### src/rtl/cache_arbiter_pkg.sv
// Shared LC-3b memory-system types.
//   lc3b_word      : 16-bit address / data word
//   lc3b_line      : 128-bit cache line
//   lc3b_arb_state : state of the I/D cache arbiter that shares physical memory
package cache_arbiter_pkg;

  typedef logic [15:0]  lc3b_word;
  typedef logic [127:0] lc3b_line;

  typedef enum logic [1:0] {
    arb_idle,
    arb_grant_i,
    arb_grant_d
  } lc3b_arb_state;

endpackage

### src/rtl/cache_arbiter_control.sv
// State register and next-state logic of the cache arbiter.
//   clk, rst   : rising-edge clock, asynchronous active-high reset
//   i_req      : I-cache wants the memory port
//   d_req      : D-cache wants the memory port (read or write)
//   pmem_resp  : physical memory finished the current transaction
//   state      : current arbiter state, decoded by the top level into muxes
module cache_arbiter_control
  import cache_arbiter_pkg::*;
#(
  parameter bit FIRST_TIE = 1'b1
) (
  input  logic          clk,
  input  logic          rst,
  input  logic          i_req,
  input  logic          d_req,
  input  logic          pmem_resp,
  output lc3b_arb_state state
);

  lc3b_arb_state state_q;
  // 1 when the D-side held the most recent grant; a tie goes to the other side.
  logic          last_d;

  assign state = state_q;

  always_ff @(posedge clk or posedge rst) begin
    if (rst) begin
      state_q <= arb_idle;
      // Pretend the side that must lose the first tie was granted last.
      last_d  <= !FIRST_TIE;
    end else begin
      case (state_q)
        arb_idle: begin
          if (d_req && (!i_req || !last_d)) begin
            state_q <= arb_grant_d;
            last_d  <= 1'b1;
          end else if (i_req) begin
            state_q <= arb_grant_i;
            last_d  <= 1'b0;
          end
        end
        // A grant is held until memory answers, whatever the requester does;
        // returning through IDLE guarantees a gap cycle between grants.
        arb_grant_i, arb_grant_d: begin
          if (pmem_resp) begin
            state_q <= arb_idle;
          end
        end
        default: state_q <= arb_idle;
      endcase
    end
  end

endmodule

### src/rtl/cache_arbiter.sv
// Arbiter sharing one physical memory port between the I-cache and D-cache.
//   clk, rst                         : clock, asynchronous active-high reset
//   i_pmem_read / i_pmem_address     : I-cache line fill request
//   i_pmem_rdata / i_pmem_resp       : fill data and completion to the I-cache
//   d_pmem_read / d_pmem_write       : D-cache fill / writeback request
//   d_pmem_address / d_pmem_wdata    : D-cache line address and writeback line
//   d_pmem_rdata / d_pmem_resp       : fill data and completion to the D-cache
//   pmem_read / pmem_write           : command to physical memory
//   pmem_address / pmem_wdata        : address and write line to physical memory
//   pmem_rdata / pmem_resp           : read line and completion from memory
// FIRST_TIE picks the winner of the first simultaneous request (1 = D, 0 = I).
module cache_arbiter
  import cache_arbiter_pkg::*;
#(
  parameter bit FIRST_TIE = 1'b1
) (
  input  logic         clk,
  input  logic         rst,
  input  logic         i_pmem_read,
  input  logic [15:0]  i_pmem_address,
  output logic [127:0] i_pmem_rdata,
  output logic         i_pmem_resp,
  input  logic         d_pmem_read,
  input  logic         d_pmem_write,
  input  logic [15:0]  d_pmem_address,
  input  logic [127:0] d_pmem_wdata,
  output logic [127:0] d_pmem_rdata,
  output logic         d_pmem_resp,
  output logic         pmem_read,
  output logic         pmem_write,
  output logic [15:0]  pmem_address,
  output logic [127:0] pmem_wdata,
  input  logic [127:0] pmem_rdata,
  input  logic         pmem_resp
);

  lc3b_arb_state state;

  cache_arbiter_control #(
    .FIRST_TIE (FIRST_TIE)
  ) u_control (
    .clk       (clk),
    .rst       (rst),
    .i_req     (i_pmem_read),
    .d_req     (d_pmem_read | d_pmem_write),
    .pmem_resp (pmem_resp),
    .state     (state)
  );

  // Read data needs no steering: only the granted side sees a resp.
  assign i_pmem_rdata = pmem_rdata;
  assign d_pmem_rdata = pmem_rdata;

  always_comb begin
    pmem_read    = 1'b0;
    pmem_write   = 1'b0;
    pmem_address = '0;
    pmem_wdata   = '0;
    i_pmem_resp  = 1'b0;
    d_pmem_resp  = 1'b0;
    case (state)
      arb_grant_i: begin
        pmem_read    = i_pmem_read;
        pmem_address = i_pmem_address;
        i_pmem_resp  = pmem_resp;
      end
      arb_grant_d: begin
        // Read and write together is resolved as a writeback.
        pmem_read    = d_pmem_read & ~d_pmem_write;
        pmem_write   = d_pmem_write;
        pmem_address = d_pmem_address;
        pmem_wdata   = d_pmem_wdata;
        d_pmem_resp  = pmem_resp;
      end
      default: ;
    endcase
  end

endmodule

### config.mk
export PLATFORM = sky130hd
export DESIGN_NAME = cache_arbiter
export DESIGN_NICKNAME = d
export VERILOG_FILES = /design/src/rtl/cache_arbiter_pkg.sv /design/src/rtl/cache_arbiter_control.sv /design/src/rtl/cache_arbiter.sv
export SDC_FILE = /design/constraint.sdc
export NUM_CORES = 1
export LEC_CHECK = 0
export ABC_AREA = 1
export ABC_CLOCK_PERIOD_IN_PS = 3800
export CAP_MARGIN = 30
export CELL_PAD_IN_SITES_DETAIL_PLACEMENT = 1
export CELL_PAD_IN_SITES_GLOBAL_PLACEMENT = 2
export CORE_AREA = 4 4 271 273
export DETAILED_ROUTE_END_ITERATION = 6
export DIE_AREA = 0 0 275 277
export HOLD_SLACK_MARGIN = 0.15
export PLACE_DENSITY_LB_ADDON = 0.15
export SETUP_SLACK_MARGIN = 0.2
export SYNTH_ARGS = -nofsm -noshare
export SYNTH_HDL_FRONTEND = slang
export SYNTH_SLANG_ARGS = --single-unit
### constraint.sdc
create_clock -name clk -period 3.8 [get_ports clk]
set_input_delay 0.76 -clock clk [delete_from_list [all_inputs] [get_ports clk]]
set_output_delay 0.76 -clock clk [all_outputs]
set_load 0.005 [all_outputs]
# --- After elaboration in Yosys (flattened, before gate mapping) ---
# Cells that the tools add are included.
classes:
  mux: 12
  reduce_logical: 9
  n_mul: 0
  div_mod_pow: 0
  n_lt_le_gt_ge: 0
  shifts: 0
  bitwise: 3
  n_addsub: 0
  eq_ne: 4
ops:
  columns: ["operator", "n"]
  rows:
  - ["$mux 128", 1]
  - ["$pmux 16 s2", 1]
  - ["$mux 2", 3]
  - ["$mux 1", 5]
  - ["$pmux 2 s2", 1]
  - ["$reduce_and 2->1", 2]
  - ["$ne 3x2->1 const B", 1]
  - ["$eq 2x1->1 const B", 1]
  - ["$eq 2x2->1 const B", 1]
  - ["$logic_not 1->1", 2]
  - ["$logic_not 2->1", 1]
  - ["$ne 2x2->1 const B", 1]
  - ["$pmux 1 s2", 1]
  - ["$reduce_bool 2->1", 1]
  - ["$reduce_or 2->1", 1]
  - ["$and 1x1->1", 1]
  - ["$logic_and 1x1->1", 1]
  - ["$logic_or 1x1->1", 1]
  - ["$not 1->1", 1]
  - ["$or 1x1->1", 1]
totals:
  latchBits: 0
  out_inout_bits: 404
  register_bits: 3
  ram_bits: 0
  mem_bits_ro: 0
  mem_count: 0

# --- Logic depth before layout (Yosys ltp) ---
logic_depth:
  depth_word: 5
  ltp_mapped: 8
  ltp_nobuf: 8

# --- By module ---
# Synthesis repeated with hierarchy kept, for this count alone.
hier_totals:
  cells_unflattened: 619
  area_unflattened_um2: 3493.4
by_module_without_submodules:
  columns: ["mod", "cells_per_inst", "n_inst", "area_each_um2"]
  rows:
  - ["cache_arbiter", 595, 1, 3304.4]
  - ["cache_arbiter_control", 24, 1, 188.9]

# --- Worst setup path after synthesis ---
# OpenSTA, ideal clock, no wires.
synth_timing:
  path_type: "reg2out"
  from: "register u_control.state_q[0] (netlist: u_control.state[0])"
  to: "output port pmem_address[0]"
  t_required_ps: 3040
  stages_incl_launch_ff: 6
  arrival_time_ps: 1057
  setup_slack_ps: 1983
  path_cell_list: "dfrtp_1 -> inv_1 -> ha_1 -> inv_2 -> buf_2 -> a21oi_1"
synth_between:
  elab_chain_len: 2
  elab_cells_between_ends: 3
synth_rtl:
  columns: ["element", "line_no", "text"]
  rows:
  - ["start, declared", "cache_arbiter_control.sv:20", "lc3b_arb_state state_q;"]
  - ["start signal, assigned", "cache_arbiter_control.sv:28", "state_q <= arb_idle;"]
  - ["start signal, assigned", "cache_arbiter_control.sv:35", "state_q <= arb_grant_d;"]
  - ["start signal, assigned", "cache_arbiter_control.sv:38", "state_q <= arb_grant_i;"]
  - ["$eq 2x2->1 / $eq 2x1->1 (equally long branches)", "cache_arbiter.sv:61", "case (state)"]
  - ["$pmux 16 s2 (*)", "cache_arbiter.sv:61", null]
  - ["end, declared", "cache_arbiter.sv:31", "output logic [15:0] pmem_address,"]
# Every way passes the cells marked *; elsewhere a longest branch is shown, timed or not.

# --- Worst setup path in the final report ---
layout_timing:
  from: "register u_control.state_q[0] (netlist: u_control.state[0])"
  to: "output port pmem_address[3]"
# The elaborated chain is that of the path after synthesis.

==> flow_metrics.tcl <==
set metrics [dict create \
    run_status "finished clean" \
    grt_first_pass_wirelength_um 25900 \
    hpwl_um 16710 \
    grt_antenna_before_repair 2 \
    crit_type "reg -> out" \
    clkPwrFrac_pct 7.4 \
    fin_crit_sh_pct 79.23 \
    via_count 3408 \
    clock_path_buffers 2 \
    fin_util_pct 8.327 \
    drt-initial-drc-count 63 \
    pre_cts_ws_ns 0.8002 \
    synth_cells 617 \
    drt-vias-per-instance 2.104 \
    ctsResizeCount 0 \
    rrSetupSlack_ns 2.54 \
    cts_root_buffer "clkbuf_16" \
    drv_slew 0 \
    htree_num_levels 1 \
    start_util_pct 4.873 \
    synth_top_area_share_pct 59.13 \
    clock_latency_ns 0.22 \
    endpoint_kind "output pin" \
    worstPathRequired_ns 3.04 \
    io_buffers 313 \
    grt_pass1_vias 3722 \
    dieArea_um2 76180 \
    core_um2 71120 \
    die_x_um 275 \
    fin_crit_ns 3.011 \
    ctsHoldBuffers 0 \
    cts_buffers 3 \
    combPwrFrac_pct 90.0 \
    post_cts.repair.setup_buffers 0 \
    ys_ff_latch 3 \
    crit_chain "inv_1, ha_4, buf_4, nand2_1, a21oi_1, clkdlybuf4s50_1" \
    power_frac_seq_pct 2.6 \
    maxSlewHeadroom_pct 66.69 \
    wire_per_inst_um 11.74 \
    slowest_stage "clkdlybuf4s50_1" \
    hold_ws_ns 0.4954 \
    die_h_um 277 \
    clkTransAtPathRegs_ns 0.03 \
    gp_congestion 0.6249 \
    final_cell_mix "313 x clkdlybuf4s50_1, 174 x nand2_1, 137 x inv_1" \
    final_hold_viol_count 0 \
    power_mw 2.275 \
    crit_fanout 28 \
    start_kind "flop" \
    postRouteAntennaNets 0 \
    p_leak_nw 2.790 \
    cts_tree "built" \
    hp-class "reg -> reg" \
    synth.avg_cell_area_um2 5.617 \
    drive_gt1_share_pct 2.242 \
    rsz0062_at_grt "no" \
    tightestPinTransition_ns 0.4996 \
    timing.setup.tns_ns 0 \
    syn-num-nets 914 \
    ioPinCount 698 \
    layout_commonest_cell "clkdlybuf4s50_1" \
    ir_worst_vdd_mv 0.1245 \
    finalClockSkew_ns 0.002147 \
    overflow 0 \
    ys_types 12 \
    fin_nets 967 \
    cap_violations 0 \
    switching_share_pct 43.88 \
    crit_arrival_ns 2.25 \
    grt_usage_pct 4.490 \
    yosys.area.top_type "buf_4" \
    drcViolationCount 0 \
    yosysWarnings 0 \
    rows 98 \
    cts_sinks 3 \
    p_per_area_nw_per_um2 384.2 \
    wl_um 19020 \
    fmax_ghz 0.3321 \
    power.switching_mw 0.9984 \
    intPower_mw 1.277 \
    flow.area_growth_from_synthesis_pct 70.87 \
    yosysSeqAreaShare_pct 2.166 \
    worst_slack_ns 0.7892 \
    synth_area_leaders "buf_4 59%, nand2_1 19%, inv_1 15%" \
    cp_slowest_stage_delay_ns 0.53 \
    fillCellCount 8641 \
    syn_area_um2 3466 \
    grt_max_degree 51 \
    setup_viol 0 \
    first_pass_iters 4 \
]
==> kinds of logic (layout without fill, tap and decap cells) <==
| group | after synthesis | after routing | synth area share [%] |
|---|---|---|---|
| compound gates | 19 | 19 | 2.744 |
| fa+ha+maj | 3 | 3 | 1.083 |
| buf+inv | 413 | 465 | 74.37 |
| flops | 3 | 3 | 2.166 |
| other cells | 0 | 1 | 0 |
| simple gates | 179 | 179 | 19.64 |
==> synth_stat cells (all sizes together) <==
| cell type | instances |
|---|---|
| buf | 275 |
| nand2 | 174 |
| inv | 138 |
| a21oi | 17 |
| dfrtp | 3 |
| ha | 3 |
| nand4 | 2 |
| nor2 | 2 |
| o21ai | 2 |
| nand3b | 1 |
==> flip-flops by register name (all words and copies together), names as in the netlist <==
signal,cells
u_control.last_d,1
u_control.state,2
==> worst max-delay path: cells and delay by family, from the launching register on <==
family / cells / cell delay [ns]
simple gates: 1 / 0.12
compound gates: 1 / 0.15
fa+ha+maj: 1 / 0.30
flops: 1 / 0.39
buf+inv: 3 / 1.03
==> power by group through the flow <==
stage / clock network (mW) / logic [mW] / registers, mW
3_3_place_gp: 0 / 2.19 / 0.0610
2_1_floorplan: 0 / 0.982 / 0.0544
5_1_grt: 0.173 / 2.31 / 0.0616
3_5_place_dp: 0 / 2.15 / 0.0598
6_report: 0.168 / 2.05 / 0.0593
4_1_cts: 0.171 / 2.17 / 0.0599
==> final timing paths <==
check | startpoint | end | cells past startpoint
worst max register to register | u_control.state[0]$_DFFE_PP0P_ | u_control.state[0]$_DFFE_PP0P_ | 6
min in group asynchronous | rst | u_control.last_d$_DFFE_PP0P_ | 2
worst max-delay path | u_control.state[0]$_DFFE_PP0P_ | pmem_address[3] | 6
worst min register to register | u_control.last_d$_DFFE_PP0P_ | u_control.last_d$_DFFE_PP0P_ | 2
max in group asynchronous | rst | u_control.state[1]$_DFFE_PP0P_ | 2
worst min-delay path | u_control.last_d$_DFFE_PP0P_ | u_control.last_d$_DFFE_PP0P_ | 2
==> stage by stage <==
step,area (um^2),std cells
6_report,5922,1620
5_1_grt,5919,1619
4_1_cts,5919,1619
3_5_place_dp,5841,1615
3_3_place_gp,5841,1615
2_1_floorplan,3466,617
==> per-layer routing <==
layer  global-route usage (%)  part of all wire, %
met2                    6.617                   39
met3                    4.020                   22
met4                    1.392                  3.3
met5                   0.1926                    0
met1                    4.623                   35
==> final cells by class <==
| class | instances | area, um^2 | area share (%) |
|---|---|---|---|
| antenna | 1 | 2.502 | 0.04226 |
| timing repair buffer | 323 | 3233 | 54.60 |
| tap | 950 | 1189 | 20.07 |
| sequential | 3 | 75.07 | 1.268 |
| inverter | 138 | 518.0 | 8.747 |
| multi-input combinational | 201 | 825.8 | 13.94 |
| clock buffer | 4 | 78.83 | 1.331 |
No activity file was read; power rests on OpenSTA's default activity.
